--- config.mk ---
export PLATFORM = sky130hd
export DESIGN_NAME = mtsp_bus_master
export DESIGN_NICKNAME = d
export VERILOG_FILES = /design/src/rtl/mtsp_bus_master.sv
export SDC_FILE = /design/constraint.sdc
export NUM_CORES = 1
export LEC_CHECK = 0
export CAP_MARGIN = 30
export CORE_MARGIN = 1
export CORE_UTILIZATION = 25
export DETAILED_ROUTE_END_ITERATION = 12
export PLACE_DENSITY = 0.56
export SLEW_MARGIN = 0
export SYNTH_ARGS = -nofsm -noshare
export SYNTH_HDL_FRONTEND = slang
export SYNTH_SLANG_ARGS = --single-unit
--- constraint.sdc ---
create_clock -name CLK -period 3.1 [get_ports CLK]
set_clock_uncertainty 0.2 [all_clocks]
set_input_delay 0.465 -clock CLK [delete_from_list [all_inputs] [get_ports CLK]]
set_output_delay 0.465 -clock CLK [all_outputs]
set_load 0.005 [all_outputs]
--- src/rtl/mtsp_bus_master.sv ---
// Splits one 128-bit command into four 32-bit bus beats and reassembles read data.
// Optional per-beat ACK timeout is enabled by defining MTSP_BUS_TIMEOUT_EN.
module mtsp_bus_master #(
  parameter int unsigned TIMEOUT_CYCLES = 255
) (
  input  logic         CLK,
  input  logic         nRST,
  input  logic         CMD_EN,
  input  logic         CMD_WRITE,
  input  logic [13:0]  CMD_ADDR,
  input  logic [127:0] CMD_DATA,
  output logic         CMD_VALID,
  input  logic [13:0]  BASE_ADDR,
  output logic         BUS_REQ,
  output logic         BUS_WE,
  output logic [31:0]  BUS_ADDR,
  output logic [31:0]  BUS_WDATA,
  input  logic         BUS_ACK,
  input  logic [31:0]  BUS_RDATA,
  output logic         RD_VALID,
  output logic [127:0] RD_DATA,
  output logic         BUSY,
  output logic         ERR,
  input  logic         ERR_CLR
);

  typedef enum logic [1:0] {IDLE, BEAT, DONE} state_t;

  state_t       state;
  logic [1:0]   beat;
  logic [6:0]   lane_lo;
  logic         bus_req_q;
  logic         cmd_valid_q;
  logic         rd_valid_q;
  logic         busy_q;
  logic [127:0] rd_data_q;
  logic         abort;

  // Beat 0 maps to the top lane (X), beat 3 to the bottom lane (W).
  assign lane_lo   = {~beat, 5'b0};

  assign BUS_REQ   = bus_req_q;
  assign BUS_WE    = bus_req_q & CMD_WRITE;
  assign BUS_ADDR  = {BASE_ADDR, CMD_ADDR, beat, 2'b00};
  assign BUS_WDATA = CMD_DATA[lane_lo +: 32];
  assign CMD_VALID = cmd_valid_q;
  assign RD_VALID  = rd_valid_q;
  assign RD_DATA   = rd_data_q;
  assign BUSY      = busy_q;

  always_ff @(posedge CLK) begin
    if (!nRST) begin
      state       <= IDLE;
      beat        <= 2'd0;
      bus_req_q   <= 1'b0;
      cmd_valid_q <= 1'b0;
      rd_valid_q  <= 1'b0;
      busy_q      <= 1'b0;
      rd_data_q   <= '0;
    end else begin
      cmd_valid_q <= 1'b0;
      rd_valid_q  <= 1'b0;
      case (state)
        IDLE: begin
          if (CMD_EN) begin
            state     <= BEAT;
            beat      <= 2'd0;
            bus_req_q <= 1'b1;
            busy_q    <= 1'b1;
          end
        end
        BEAT: begin
          if (BUS_ACK) begin
            if (!CMD_WRITE) rd_data_q[lane_lo +: 32] <= BUS_RDATA;
            if (beat == 2'd3) begin
              state       <= DONE;
              bus_req_q   <= 1'b0;
              cmd_valid_q <= 1'b1;
              rd_valid_q  <= ~CMD_WRITE;
            end else begin
              beat <= beat + 2'd1;
            end
          end else if (abort) begin
            // Lanes from the stalled beat onward were never read; report them as zero.
            if (!CMD_WRITE) begin
              for (int i = 0; i < 4; i++) begin
                if (i >= int'(beat)) rd_data_q[(3 - i) * 32 +: 32] <= 32'd0;
              end
            end
            state       <= DONE;
            bus_req_q   <= 1'b0;
            cmd_valid_q <= 1'b1;
            rd_valid_q  <= ~CMD_WRITE;
          end
        end
        DONE: begin
          state  <= IDLE;
          busy_q <= 1'b0;
        end
        default: begin
          state     <= IDLE;
          bus_req_q <= 1'b0;
          busy_q    <= 1'b0;
        end
      endcase
    end
  end

`ifdef MTSP_BUS_TIMEOUT_EN
  localparam int TW = (TIMEOUT_CYCLES > 2) ? $clog2(TIMEOUT_CYCLES) : 1;

  logic [TW-1:0] to_cnt;
  logic          err_q;

  // Abort on the TIMEOUT_CYCLES-th consecutive un-acked cycle of a beat.
  assign abort = (state == BEAT) && !BUS_ACK && (to_cnt == TW'(TIMEOUT_CYCLES - 1));
  assign ERR   = err_q;

  always_ff @(posedge CLK) begin
    if (!nRST) begin
      to_cnt <= '0;
      err_q  <= 1'b0;
    end else begin
      if (state != BEAT || BUS_ACK || abort) to_cnt <= '0;
      else                                   to_cnt <= to_cnt + 1'b1;
      if (abort)        err_q <= 1'b1;
      else if (ERR_CLR) err_q <= 1'b0;
    end
  end
`else
  logic unused_cfg;

  assign abort      = 1'b0;
  assign ERR        = 1'b0;
  assign unused_cfg = ERR_CLR | (TIMEOUT_CYCLES == 0);
`endif

endmodule

=== Yosys cells after proc, flatten, opt, wreduce, memory -nomap -nowiden ===
Cells that the tools add are included.

* Flip-flop bits (word level): 136
* Input bits: 194
* Output and inout bits: 198
* Logic and storage cells: 48

* $add $sub $neg: 2
* Equality and inequality tests: 7
* Shift-type cells: 3
* Multiplexer cells: 15
* Bitwise logic cells: 5
* Reductions and logical operators: 9

{| class="wikitable"
|+ Operators with widths
! cell !! number
|-
| bitwise mux 128 bit || 1
|-
| variable shift 32 x 9 -> 128 bit, first input constant || 1
|-
| variable part select 128 x 8 -> 32 bit || 1
|-
| variable part select 32 x 9 -> 128 bit || 1
|-
| two-way mux 2 bit || 6
|-
| AND reduction 4 bit || 3
|-
| negation 7 -> 9 bit || 1
|-
| AND reduction 3 bit || 3
|-
| != test 2 bit, second input constant || 4
|-
| one-hot mux 2 bit (2 select lines) || 2
|-
| == test 2 bit, second input constant || 2
|-
| two-way mux 1 bit || 4
|-
| inverter 1 bit || 3
|-
| one-hot mux 1 bit (3 select lines) || 1
|-
| adder 2 x 1 -> 2 bit, second input constant || 1
|-
| == test 2 x 1 -> 1 bit, second input constant || 1
|-
| logical NOT 2 bit || 1
|-
| inverter 2 bit || 1
|-
| one-hot mux 1 bit (2 select lines) || 1
|-
| AND reduction 2 bit || 1
|-
| nonzero test 2 bit || 1
|-
| bitwise AND 1 bit || 1
|}

=== Depth between registers and ports, before layout ===
Gate-level depths: netlist (run 1).

* Word-level depth: 4
* Mapped depth: 9
* Depth with buffers taken out: 5

=== Least setup slack after synthesis (run 1) ===
Ideal clock, no wire load.

* Path type: register to register
* From: reg beat[0]
* To: reg rd_data_q[34], in the netlist RD_DATA[34]
* Data arrival time: 2157 ps
* Data required time: 2828 ps
* Setup slack: 671 ps
* Stages on the path, launching flop included: 9
* Clock period less this slack: 2429 ps
* Path through: dfxtp_1 buf_4 buf_2 inv_1 ha_1 nor4b_2 buf_2 nand3_1 mux2i_1

* Longest elaborated chain between the ends: 4
* Elaborated cells between the ends (all ways): 5
* Classes of those cells: 1 x add/sub; 2 x shift; 1 x mux; 1 x bitwise

{| class="wikitable"
|+ Ends and longest elaborated chain
! what !! RTL line !! RTL
|-
| start: declaration || 30 || <nowiki>logic [1:0] beat;</nowiki>
|-
| start signal: assignment || 81 || <nowiki>beat <= beat + 2'd1;</nowiki>
|-
| inverter 2 bit (*) || 40 || <nowiki>assign lane_lo = {~beat, 5'b0};</nowiki>
|-
| negation 7 -> 9 bit (*) || 74 || <nowiki>if (!CMD_WRITE) rd_data_q[lane_lo +: 32] <= BUS_RDATA;</nowiki>
|-
| variable part select 32 x 9 -> 128 bit / variable shift 32 x 9 -> 128 bit (equally long branches) || 74 ||
|-
| bitwise mux 128 bit (*) || 74 ||
|-
| end: declaration || 36 || <nowiki>logic [127:0] rd_data_q;</nowiki>
|}

Every way passes the cells marked *; elsewhere a longest branch is shown, timed or not.
A chain may end at the register's enable or synchronous reset.

=== Worst setup path in the final report (run 1) ===
* From: reg beat[0]
* To: out BUS_WDATA[18]

* Longest elaborated chain between the ends: 2

{| class="wikitable"
|+ Ends and longest elaborated chain
! what !! RTL line !! RTL
|-
| inverter 2 bit || 40 ||
|-
| variable part select 128 x 8 -> 32 bit || 45 || <nowiki>assign BUS_WDATA = CMD_DATA[lane_lo +: 32];</nowiki>
|-
| end: declaration || 17 || <nowiki>output logic [31:0] BUS_WDATA,</nowiki>
|}

No other way between the ends.

==> results of run 1 <==
==> routing by layer <==
layer / GRT usage (%) / routed length, um / part of all wire [%]
met1: 24.9 / 11900 / 48
met3: 5.51 / 1640 / 6.7
met4: 4.51 / 281 / 1.1
met5: 0 / 0 / 0
met2: 27.2 / 10800 / 44
==> cell usage in the layout (no fill, tap or decap), drive strengths merged, types with 2 or more instances in the layout <==
master         instances
a21oi                  3
nand2                138
clkdlybuf4s50        330
nand2b                 2
nand3                129
and4bb                 2
clkbuf                17
inv                   13
bufinv                 3
o32ai                  2
dfxtp                136
mux2i                128
ha                     5
conb                   3
mux4                  32
nor3                   2
nor2                   2
buf                   20
clkinv                 2
==> where the power goes <==
part	leakage, nW	total (mW)	switching, mW	internal [mW]
combinational	3.03	0.613	0.240	0.373
clock	0.298	2.13	0.847	1.28
sequential	1.10	1.78	0.0155	1.76
total	4.43	4.52	1.10	3.42
==> layout make-up <==
type                    instances  area (um2)
clock buffers                  17         425
well taps                     335         419
repair buffers                350        3560
clock inverters                14         184
fillers                      2577       15500
diodes                          1        2.50
multi-input cells             455        3420
inverters                       5        18.8
flip-flops and latches        136        2730
==> worst paths after layout <==
check | endpoint | slack, ns | cells after the start
max reg2reg | RD_DATA[7] | 0.73 | 6
min reg2reg | RD_DATA[51] | 0.26 | 2
min | RD_DATA[51] | 0.26 | 2
max | BUS_WDATA[18] | 0.17 | 3
==> metrics by stage <==
stage / util (%) / setup slack, ns / instances / power (mW) / area (um2)
after global routing: 40.9 / 0.0334 / 1312 / 4.70 / 10800
after CTS: 40.9 / 0.116 / 1312 / 4.59 / 10800
final: 40.9 / 0.170 / 1313 / 4.52 / 10800
after detailed placement: 38.6 / 0.368 / 1281 / 2.43 / 10100
after global placement: 38.6 / 0.387 / 1281 / 2.43 / 10100
after floorplan: - / 0.671 / 691 / 2.06 / 6750
==> worst min-delay path: stages, from the launching register on <==
cell and delay (ns):
dfxtp_1 0.30, nand2_1 0.05, mux2i_1 0.05
==> registers in the layout (all words and copies together) (netlist names) <==
name,count
beat,2
CMD_VALID,1
state,2
RD_VALID,1
BUSY,1
BUS_REQ,1
RD_DATA,128
==> timing repair <==
item | 4_1_cts | 5_1_grt
endpoints found under the setup margin | 12 | 0
gates resized for setup | 1 | 0
hold buffers | 0 | 0
==> logic make-up (layout without fill, tap and decap cells) <==
logic type / count (synthesis) / after routing / synth area share [%]
and+or+nand+nor: 280 / 280 / 19.2
muxes: 160 / 160 / 29.7
DFF: 136 / 136 / 40.4
buffers and inverters: 100 / 386 / 9.06
AOI/OAI and AO/OA: 7 / 7 / 0.650
adders and majority gates: 5 / 5 / 0.929
other: 1 / 4 / 0.0557
==> metrics.txt, run 1 <==
EDFF count, synth=0; Mapped Area=6740 um2; chip width=166 um; routed vias=6,057; wire length per cell=18.8 um; Critical Path Sink Type=output pin; WP data arrival=2.27 ns; Critical Path Start=beat[0]; Die H=166 um; final wirelength=24,700 um; DRT Pass-1 Iters=9; Max Cap Viol=0; Leak Pwr=4.43 nW; Reg-to-Reg Start=beat[0]; initial antenna violation count=0; HP Start=RD_DATA[51]; Initial Util=25.6%; CTS Buf Count=17; placer congestion estimate=0.858; CTS tree=done; Post-DRT Antenna Nets=0; period utilization=94.5%; most frequent cell after synthesis=dfxtp_1; Worst-Margin Slew=0.609 ns; Rows=59; dominant synthesized flop cell=dfxtp_1; Clock Sinks=136; YS warnings=0; RSZ-0062 raised after global routing=false; final setup vio count=0; I/O pin cnt=392; Setup crit start kind=flip-flop; peak supply drop=251 uV; 1st-iter DRT viols=399; setup bufs post-CTS=0; Worst-path clk slew=0.06 ns; HPWL Detailed=17,400 um; final hold slack=0.257 ns; crit path time final=2.93 ns; final slew viol count=0; CP max stage cell=dfxtp_4; final layout net count=1,164; count of different cell masters after synthesis=27; Synth area leader=dfxtp_1; flip-flop and latch count after synthesis=136; Layout area overhead=59.6%; Port Buf Inserts=331; DRC=34; power density cells=420 nW/um2; layout cells sized above 1=9.42%; Slew headroom=59.4%; CP required=2.43 ns; GRT Overall Usage=18.0%; post-synth top area share=40.4%; Avg Inst Size Synth=9.78 um2; worst path cell trace=buf_12, mux4_2, clkdlybuf4s50_1; outcome=complete, but fails checks; Avg Vias per Cell=4.61; CTS root buf=clkbuf_16; clk_lat worst skew=0.42 ns; vias in the first global route=5,936; Max clock buf depth=2; H-tree Lvls=4; Critical path buffers and inverters=2; min-delay worst type=flip-flop to flip-flop; largest net degree at the start of global routing=80; violated checks=DRC; Post-synth ARST share=0%; synth top area cells=dfxtp_1, mux2i_1, mux4_2, nand3_1, nand2_1; first-pass GRT wire length=37,800 um; die area=27,600 um2; setup TNS=0 ns; Synth Instances=689; GRT overflow=0; Crit path largest cell delay=0.57 ns; critical path fanouts, max=19; register area share after synthesis=40.4%; crit-path leading delay family=buffers and inverters; Post-synth top cells=dfxtp_1, nand2_1, nand3_1; final hold violations=0; CORE AREA=26,300 um2; CP Class=flip-flop to output pin; Fmax=341 MHz
(Power assumes the default switching activity.)
==> inputs of run 2 (changes only) <==
--- a/config.mk
+++ b/config.mk
@@ -7,9 +7,10 @@
 export LEC_CHECK = 0
 export CAP_MARGIN = 30
 export CORE_MARGIN = 1
-export CORE_UTILIZATION = 25
+export CORE_UTILIZATION = 30
+export CTS_CLUSTER_SIZE = 10
 export DETAILED_ROUTE_END_ITERATION = 12
-export PLACE_DENSITY = 0.56
+export PLACE_DENSITY = 0.65
 export SLEW_MARGIN = 0
 export SYNTH_ARGS = -nofsm -noshare
 export SYNTH_HDL_FRONTEND = slang
==> run 2 against run 1 <==
The run now ends clean. Hold slack worse by 0.011 ns. Clock power about the same. Final cell count decreased by 4.2%. Design area shrank 0.22%. Sequential share of layout area rose by 0.056 points. Global-route usage rose by 3.6 points. Routed wire length increased by 1.0%. Combinational power grew 1%. Utilization increased by 8.1 points. Count of clock-buffer cells in the layout up 2. Largest cell class unchanged. Highest routed layer is now met5.
==> metrics.txt, run 2 (synthesized netlist as in run 1, its figures left out) <==
end of the critical path=BUS_WDATA[30] (was BUS_WDATA[18]); Worst-Margin Slew=0.660 ns (was 0.609 ns); die area=23,100 um2 (was 27,600 um2); clk_lat worst skew=0.42 ns (about the same); final slew viol count=0 (unchanged); crit path time final=2.88 ns (was 2.93 ns); Fmax=348 MHz (was 341 MHz); power density cells=422 nW/um2 (was 420 nW/um2); worst reg2reg path depth=7 (was 6); Leak Pwr=4.44 nW (was 4.43 nW); DRT Pass-1 Iters=5 (was 9); max FFs per register=128 (unchanged); Clock Sinks=136 (unchanged); Max clock buf depth=2 (unchanged); GRT Overall Usage=21.6% (was 18.0%); RSZ-0062 raised after global routing=false (unchanged); Die H=152 um (was 166 um); Final Instance Area=10,700 um2 (was 10,800 um2); fin cells=1,258 (was 1,313); Setup crit start kind=flip-flop (unchanged); largest net degree at the start of global routing=83 (was 80); chip width=152 um (was 166 um); Max Cap Viol=0 (unchanged); Critical Path Sink Type=output pin (unchanged); period utilization=92.7% (was 94.5%); post_cts resized=1 (unchanged); CTS root buf=clkbuf_16 (unchanged); WP data arrival=2.21 ns (was 2.27 ns); first-pass GRT wire length=38,000 um (was 37,800 um); CTS tree=done (unchanged); CTS Buf Count=17 (unchanged); Layout area overhead=59.3% (was 59.6%); Initial Util=30.8% (was 25.6%); Post-DRT Antenna Nets=0 (unchanged); Post-DP Area=10,100 um2 (about the same); final setup vio count=0 (unchanged); Worst-path clk slew=0.07 ns (was 0.06 ns); final wirelength=24,900 um (was 24,700 um); critical path fanouts, max=17 (was 19); GRT overflow=0 (unchanged); Critical Path Start=beat[0] (unchanged); placer congestion estimate=0.926 (was 0.858); final layout net count=1,164 (unchanged); vias in the first global route=6,051 (was 5,936); H-tree Lvls=4 (unchanged); Port Buf Inserts=331 (unchanged); most common cell after layout, fill and taps aside=clkdlybuf4s50_1 (unchanged); I/O pin cnt=392 (unchanged); min-delay worst type=flip-flop to flip-flop (unchanged); fill count=2,040 (was 2,577); most frequent cells in the layout=clkdlybuf4s50_1, dfxtp_1, nand2_1, nand3_1, mux2i_1 (unchanged); HPWL Detailed=18,200 um (was 17,400 um); setup TNS=0 ns (unchanged); peak supply drop=343 uV (was 251 uV); routed vias=6,227 (was 6,057); outcome=completed (was complete, but fails checks); Reg-to-Reg Start=beat[0] (unchanged); wire length per cell=19.8 um (was 18.8 um); FF-to-FF setup slack=0.69 ns (was 0.73 ns); layout cells sized above 1=9.42% (unchanged); 1st-iter DRT viols=330 (was 399); Slew headroom=56.0% (was 59.4%); hold_buf cts=0 (unchanged); Placed Cells=1,226 (was 1,281); CORE AREA=21,900 um2 (was 26,300 um2); Rows=54 (was 59); Avg Vias per Cell=4.95 (was 4.61); setup bufs post-CTS=0 (unchanged); final hold violations=0 (unchanged); CP Class=flip-flop to output pin (unchanged); RR Endpoint=RD_DATA[119] (was RD_DATA[7]); CP required=2.43 ns (about the same); initial antenna violation count=5 (was 0); DRC=0 (was 34)
run 2: cell types whose count changed in the layout (fill, tap and decap cells not counted), sizes merged:
cell / change
clkinv: +2
clkbuf: +2
inv: -4
run 2: power by group:
part | switching, mW | total [mW] | internal [mW]
logic | 0.245 | 0.622 | 0.377
clock network | 0.810 | 2.13 | 1.32
registers | 0.0150 | 1.78 | 1.76
run 2: metrics by stage:
step	hold WS, ns	util [%]	worst slack (ns)	total power, mW
6_report	0.246	49.0	0.225	4.53
5_1_grt	0.272	49.0	0.0908	4.70
4_1_cts	0.247	49.0	0.166	4.58
3_5_place_dp	0.237	46.2	0.451	2.44
3_3_place_gp	0.243	46.2	0.451	2.43
2_1_floorplan	0.240	-	0.671	2.06
run 2: layout make-up:
| cell class | instances | area, um2 | area share [%] |
|---|---|---|---|
| antenna | 1 | 2.50 | 0.0233 |
| clock buffer | 19 | 453 | 4.22 |
| clock inverter | 12 | 164 | 1.53 |
| inverter | 5 | 18.8 | 0.175 |
| multi-input combinational | 455 | 3420 | 31.9 |
| sequential | 136 | 2730 | 25.4 |
| tap | 280 | 350 | 3.26 |
| timing repair buffer | 350 | 3590 | 33.5 |
run 2: per-layer routing:
metal | wire length (um) | GRT usage, %
met4 | 574 | 7.19
met3 | 2630 | 10.3
met2 | 10200 | 29.0
met1 | 11500 | 29.9
met5 | 56 | 0
run 2: worst min path at each step:
| stage | from | endpoint | cells past startpoint |
|---|---|---|---|
| global route | BUSY | BUSY | 2 |
| CTS | BUSY | BUSY | 2 |
| detailed placement | BUSY | BUSY | 2 |
| global placement | RD_DATA[58] | RD_DATA[58] | 2 |
| finish | BUSY | BUSY | 2 |
| floorplan | BUSY | BUSY | 2 |
run 2: critical path: stages (launching register included):
cell             delay [ns]
dfxtp_4                0.55
buf_12                 0.22
mux4_2                 0.52
clkdlybuf4s50_1        0.49
==> inputs of run 3 (changes only) <==
--- a/config.mk
+++ b/config.mk
@@ -5,6 +5,7 @@
 export SDC_FILE = /design/constraint.sdc
 export NUM_CORES = 1
 export LEC_CHECK = 0
+export ABC_AREA = 0
 export CAP_MARGIN = 30
 export CORE_MARGIN = 1
 export CORE_UTILIZATION = 30
==> results of run 3 <==
Same layout as run 2: the final DEF is identical, and so are final timing and power.
